==> src/rtl/uart_rx_n.sv <==
// uart_rx_n: multi-byte 8N1 UART receiver.
// Once armed it collects up to eight bytes and shifts each one into a 64-bit
// right-justified buffer, so the first byte received is the most significant.
// Done pulses when the requested count has arrived; Err pulses on a bad stop bit.
module uart_rx_n #(
   parameter int unsigned CLKS_PER_BIT = 5208
) (
   input  logic        Clock,
   input  logic        Reset,
   input  logic        RX,
   input  logic [3:0]  Num,
   input  logic        Trig_in,
   output logic [63:0] Buffer,
   output logic        idle,
   output logic        Done,
   output logic        Err
);

   localparam int unsigned TW = (CLKS_PER_BIT > 1) ? $clog2(CLKS_PER_BIT) : 1;
   localparam logic [TW-1:0] HALF_BIT = TW'(CLKS_PER_BIT / 2);
   localparam logic [TW-1:0] LAST_TICK = TW'(CLKS_PER_BIT - 1);

   typedef enum logic [2:0] {
      S_IDLE,
      S_WAIT_START,
      S_START,
      S_DATA,
      S_STOP
   } state_t;

   state_t         state_q;
   logic           rx_meta_q;
   logic           rx_sync_q;
   logic [TW-1:0]  timer_q;
   logic [2:0]     bit_q;
   logic [3:0]     cnt_q;
   logic [7:0]     byte_q;
   logic [63:0]    buf_q;
   logic           idle_q;
   logic           done_q;
   logic           err_q;
   logic [3:0]     num_d;

   // Byte counts above eight are limited to the buffer capacity.
   always_comb begin
      num_d = Num;
      if (Num > 4'd8) begin
         num_d = 4'd8;
      end
   end

   // Two-flop synchronizer on the serial line; reset to the idle-high level.
   always_ff @(posedge Clock or negedge Reset) begin
      if (!Reset) begin
         rx_meta_q <= 1'b1;
         rx_sync_q <= 1'b1;
      end else begin
         rx_meta_q <= RX;
         rx_sync_q <= rx_meta_q;
      end
   end

   // Receiver FSM: start-bit qualification, mid-bit sampling, byte commit.
   always_ff @(posedge Clock or negedge Reset) begin
      if (!Reset) begin
         state_q <= S_IDLE;
         timer_q <= '0;
         bit_q   <= '0;
         cnt_q   <= '0;
         byte_q  <= '0;
         buf_q   <= '0;
         idle_q  <= 1'b1;
         done_q  <= 1'b0;
         err_q   <= 1'b0;
      end else begin
         done_q <= 1'b0;
         err_q  <= 1'b0;
         unique case (state_q)
            S_IDLE: begin
               if (Trig_in) begin
                  cnt_q <= num_d;
                  buf_q <= '0;
                  if (num_d == 4'd0) begin
                     done_q <= 1'b1;
                  end else begin
                     idle_q  <= 1'b0;
                     state_q <= S_WAIT_START;
                  end
               end
            end
            S_WAIT_START: begin
               if (!rx_sync_q) begin
                  timer_q <= '0;
                  state_q <= S_START;
               end
            end
            S_START: begin
               if (timer_q == HALF_BIT) begin
                  timer_q <= '0;
                  if (!rx_sync_q) begin
                     bit_q   <= '0;
                     state_q <= S_DATA;
                  end else begin
                     state_q <= S_WAIT_START;
                  end
               end else begin
                  timer_q <= timer_q + TW'(1);
               end
            end
            S_DATA: begin
               if (timer_q == LAST_TICK) begin
                  timer_q <= '0;
                  byte_q  <= {rx_sync_q, byte_q[7:1]};
                  bit_q   <= bit_q + 3'd1;
                  if (bit_q == 3'd7) begin
                     state_q <= S_STOP;
                  end
               end else begin
                  timer_q <= timer_q + TW'(1);
               end
            end
            S_STOP: begin
               if (timer_q == LAST_TICK) begin
                  timer_q <= '0;
                  if (rx_sync_q) begin
                     buf_q <= {buf_q[55:0], byte_q};
                     cnt_q <= cnt_q - 4'd1;
                     if (cnt_q == 4'd1) begin
                        done_q  <= 1'b1;
                        idle_q  <= 1'b1;
                        state_q <= S_IDLE;
                     end else begin
                        state_q <= S_WAIT_START;
                     end
                  end else begin
                     err_q   <= 1'b1;
                     idle_q  <= 1'b1;
                     state_q <= S_IDLE;
                  end
               end else begin
                  timer_q <= timer_q + TW'(1);
               end
            end
            default: begin
               state_q <= S_IDLE;
               idle_q  <= 1'b1;
            end
         endcase
      end
   end

   assign Buffer = buf_q;
   assign idle   = idle_q;
   assign Done   = done_q;
   assign Err    = err_q;

endmodule
==> config.mk <==
export PLATFORM = sky130hd
export DESIGN_NAME = uart_rx_n
export DESIGN_NICKNAME = d
export VERILOG_FILES = /design/src/rtl/uart_rx_n.sv
export SDC_FILE = /design/constraint.sdc
export NUM_CORES = 1
export LEC_CHECK = 0
export BUFFER_PORTS_ARGS = -buffer_cell sky130_fd_sc_hd__buf_2
export CAP_MARGIN = 10
export CORE_UTILIZATION = 60
export CTS_CLUSTER_DIAMETER = 30
export DETAILED_ROUTE_END_ITERATION = 12
export GPL_TIMING_DRIVEN = 0
export PLACE_DENSITY_LB_ADDON = 0.15
export SETUP_SLACK_MARGIN = 0.1
export SLEW_MARGIN = 40
export SYNTH_ARGS = -nofsm -noshare
export SYNTH_HDL_FRONTEND = slang
export SYNTH_SLANG_ARGS = --single-unit
==> constraint.sdc <==
create_clock -name Clock -period 3 [get_ports Clock]
set_input_delay 0.6 -clock Clock [delete_from_list [all_inputs] [get_ports Clock]]
set_output_delay 0.6 -clock Clock [all_outputs]
set_load 0.01 [all_outputs]
==> flow_summary.ini <==
[run_status]
status = finished, final reports clean

[synth]
ys_seq_area_share_pct = 54.9
synth_top_area_share_pct = 53.2
synth_top_area_cell = dfrtp_1
synth.avg_cell_area_sq_um = 9.34
ys_ff_latch = 100
synth_cells = 489
ys.warnings.count = 0
ys_types = 55
synth_fp_nets = 503
ys_top_cells_by_area = dfrtp_1 53%, nand2_1 12%, nand3_1 8.6%
synth-edff-count = 0
async_flop_share_pct = 100
ys_dominant_reg_cell = dfrtp_1
netlist_area_sq_um = 4570

[die]
core_sq_um = 7290
dieHeight_um = 89.2
die_w_um = 89.2
rows = 31
die_area_sq_um = 7960
io_pins = 75
initial_utilization_pct = 62.6

[setup_path]
startpoint_type = register
worst_setup_path_end_kind = register
worstReg2RegStart = state_q[1]
critical_path.slowest_cell = nor3b_1
r2r_cells = 5
worstPathCellList = nor3b_1 > clkbuf_1 > buf_1 > nand3_1 > nand2_1
crit_type = reg2reg
r2r_end = Buffer[58]
required_ns = 3.31
slowest_delay_ns = 0.63
crit_fanout = 10
arrival_ns = 2.57
r2r_setup_slack_ns = 0.73

[clocking]
postCtsSetupRepairBufs = 0
clk_pin_slew_ns = 0.10
cts_resized = 0
worstSkewPairLatency_ns = 0.36
root_buffer = clkbuf_8
cts_tree = built
cts_buffer_depth = 2
ctsHtreeMaxLevel = 3
clock-sinks = 100
cts_buffers = 9
cts_hold_buf = 0

[power]
worst_ir_drop_vdd_mv = 0.258
power_density_nw_per_um2 = 439
leakagePower_nw = 2.91

[global_routing]
globalRouteOverflowTotal = 0
track_usage_pct = 27.2
antenna_found_initial = 0
grt_pass1_vias = 3471
grt_pass1_wl_mm = 16.4
grt_start_max_net_pins = 73

[cells_and_area]
final_nets = 589
drive_above_1_share_pct = 21.4
final_cells = 679
diodes = 0
areaGrowthSynthToFinish_pct = 16.3

[sta]
rsz0062_at_grt = false
period_needed_ns = 2.27
max_clock_freq_mhz = 441
worstMarginPinSlew_ns = 0.694
skew_ns = 0.0115
tns_ns = 0
relSlewSlack_pct = 53.6
hold_viol = 0
slew_violations = 0
finalSetupViolCount = 0
fin_hold_ws_ns = 0.0695
period_share_pct = 75.6

[route]
wire_per_inst_um = 15.3
first_iter_violations = 187
routed-via-count = 3846
firstDrtPassIters = 5
routed_wirelength_mm = 10.4
via_per_inst = 5.66
drtAntennaViolNets = 0
drc = 0

[placed_design]
hpwl_mm = 7.38
io_buffers = 74
gp_congestion = 0.917
dp_cells = 663

[flow_run]
drv_cap = 0

[hold_path]
hp-class = in2async
## stage by stage
stage                     power [W]  setup WS [ns]  area [sq um]  utilization, %
after floorplan             0.00138          0.850          4570               -
after global placement      0.00142          0.372          5060            69.4
after detailed placement    0.00142          0.663          5100            69.9
after CTS                   0.00234          0.672          5310            72.8
after global routing        0.00240          0.525          5310            72.8
final                       0.00233          0.733          5310            72.8
## layout by cell type (no fill, tap or decap), types with 2 or more instances in the layout
master / n
clkinv_2: 2
buf_2: 86
o21ai_1: 12
mux2_1: 8
o21a_1: 2
ha_1: 6
a22o_1: 3
and4b_1: 2
inv_1: 12
dfrtp_1: 97
or3_1: 5
a31oi_1: 7
and2b_2: 2
bufinv_16: 2
buf_6: 3
o21ai_0: 3
dfstp_2: 3
clkbuf_1: 12
nand3_1: 78
a21oi_1: 15
nor2_1: 12
nand2_1: 147
clkbuf_8: 9
nor3b_1: 3
nand2b_1: 2
nand4_1: 2
nor3_1: 10
## layer usage
| metal | routed length [um] | part of all wire [%] | GRT usage [%] | vias to the layer above |
|---|---|---|---|---|
| li1 | - | - | - | 1834 |
| met1 | 4660 | 45 | 36.8 | 1886 |
| met2 | 5150 | 49 | 44.0 | 109 |
| met3 | 428 | 4.1 | 4.62 | 17 |
| met4 | 182 | 1.7 | 11.1 | 0 |
| met5 | 0 | 0 | 0 | - |
## state kept, by name (all words and copies together), names as in the netlist
register / flops
idle: 1
Done: 1
cnt_q: 4
rx_sync_q: 1
rx_meta_q: 1
Err: 1
byte_q: 8
bit_q: 3
Buffer: 64
state_q: 3
timer_q: 13
## critical path: cells and delay by family, from the launching register on
family,cells,cell delay (ns)
flip-flops,1,0.48
buffers and inverters,2,0.86
AND/OR/NAND/NOR,3,0.87
## report_power, final
group | switching, W | total (W) | internal (W)
logic | 0.0000332 | 0.0000444 | 0.0000112
clock network | 0.000467 | 0.000938 | 0.000471
registers | 0.00000181 | 0.00135 | 0.00135
total | 0.000502 | 0.00233 | 0.00183
## Yosys cell counts, types with 2 or more instances
library cell / count
ha_1: 6
or3_1: 5
mux2_1: 8
nor3_1: 10
nand4_1: 2
nand2_1: 147
a21oi_1: 15
and2b_2: 2
a31oi_1: 7
nand3_1: 78
dfstp_2: 3
nand2b_1: 2
o21ai_1: 12
o21ai_0: 3
o21a_1: 2
inv_1: 12
dfrtp_1: 97
nor2_1: 12
and4b_1: 2
buf_6: 3
buf_2: 13
clkbuf_1: 11
a22o_1: 3
nor3b_1: 3
## logic make-up after synthesis
group,after synthesis,synth area share (%)
AOI/OAI and AO/OA,54,8.36
buffers and inverters,42,4.49
adders and majority gates,6,1.64
DFF,100,54.9
and+or+nand+nor,275,27.7
xor gates and xnor gates,2,0.384
muxes,10,2.52
## cell type report
type,count,area [sq um]
Multi-Input combinational cell,347,1850
Clock inverter,6,86.3
Buffer,30,160
Clock buffer,10,128
Fill cell,557,1980
Sequential cell,100,2510
Timing Repair Buffer,75,408
Tap cell,99,124
Inverter,12,45.0
## worst max-delay path by stage
stage | start | endpoint | slack, ns | cells past startpoint
2_1_floorplan | Num[2] | state_q[0] | 0.85 | 5
3_3_place_gp | Reset | byte_q[6] | 0.37 | 1
3_5_place_dp | Num[2] | state_q[0] | 0.66 | 6
4_1_cts | state_q[1] | Buffer[58] | 0.67 | 5
5_1_grt | state_q[1] | Buffer[61] | 0.52 | 5
6_report | state_q[1] | Buffer[58] | 0.73 | 5
Power figures use the tool's default switching activity.
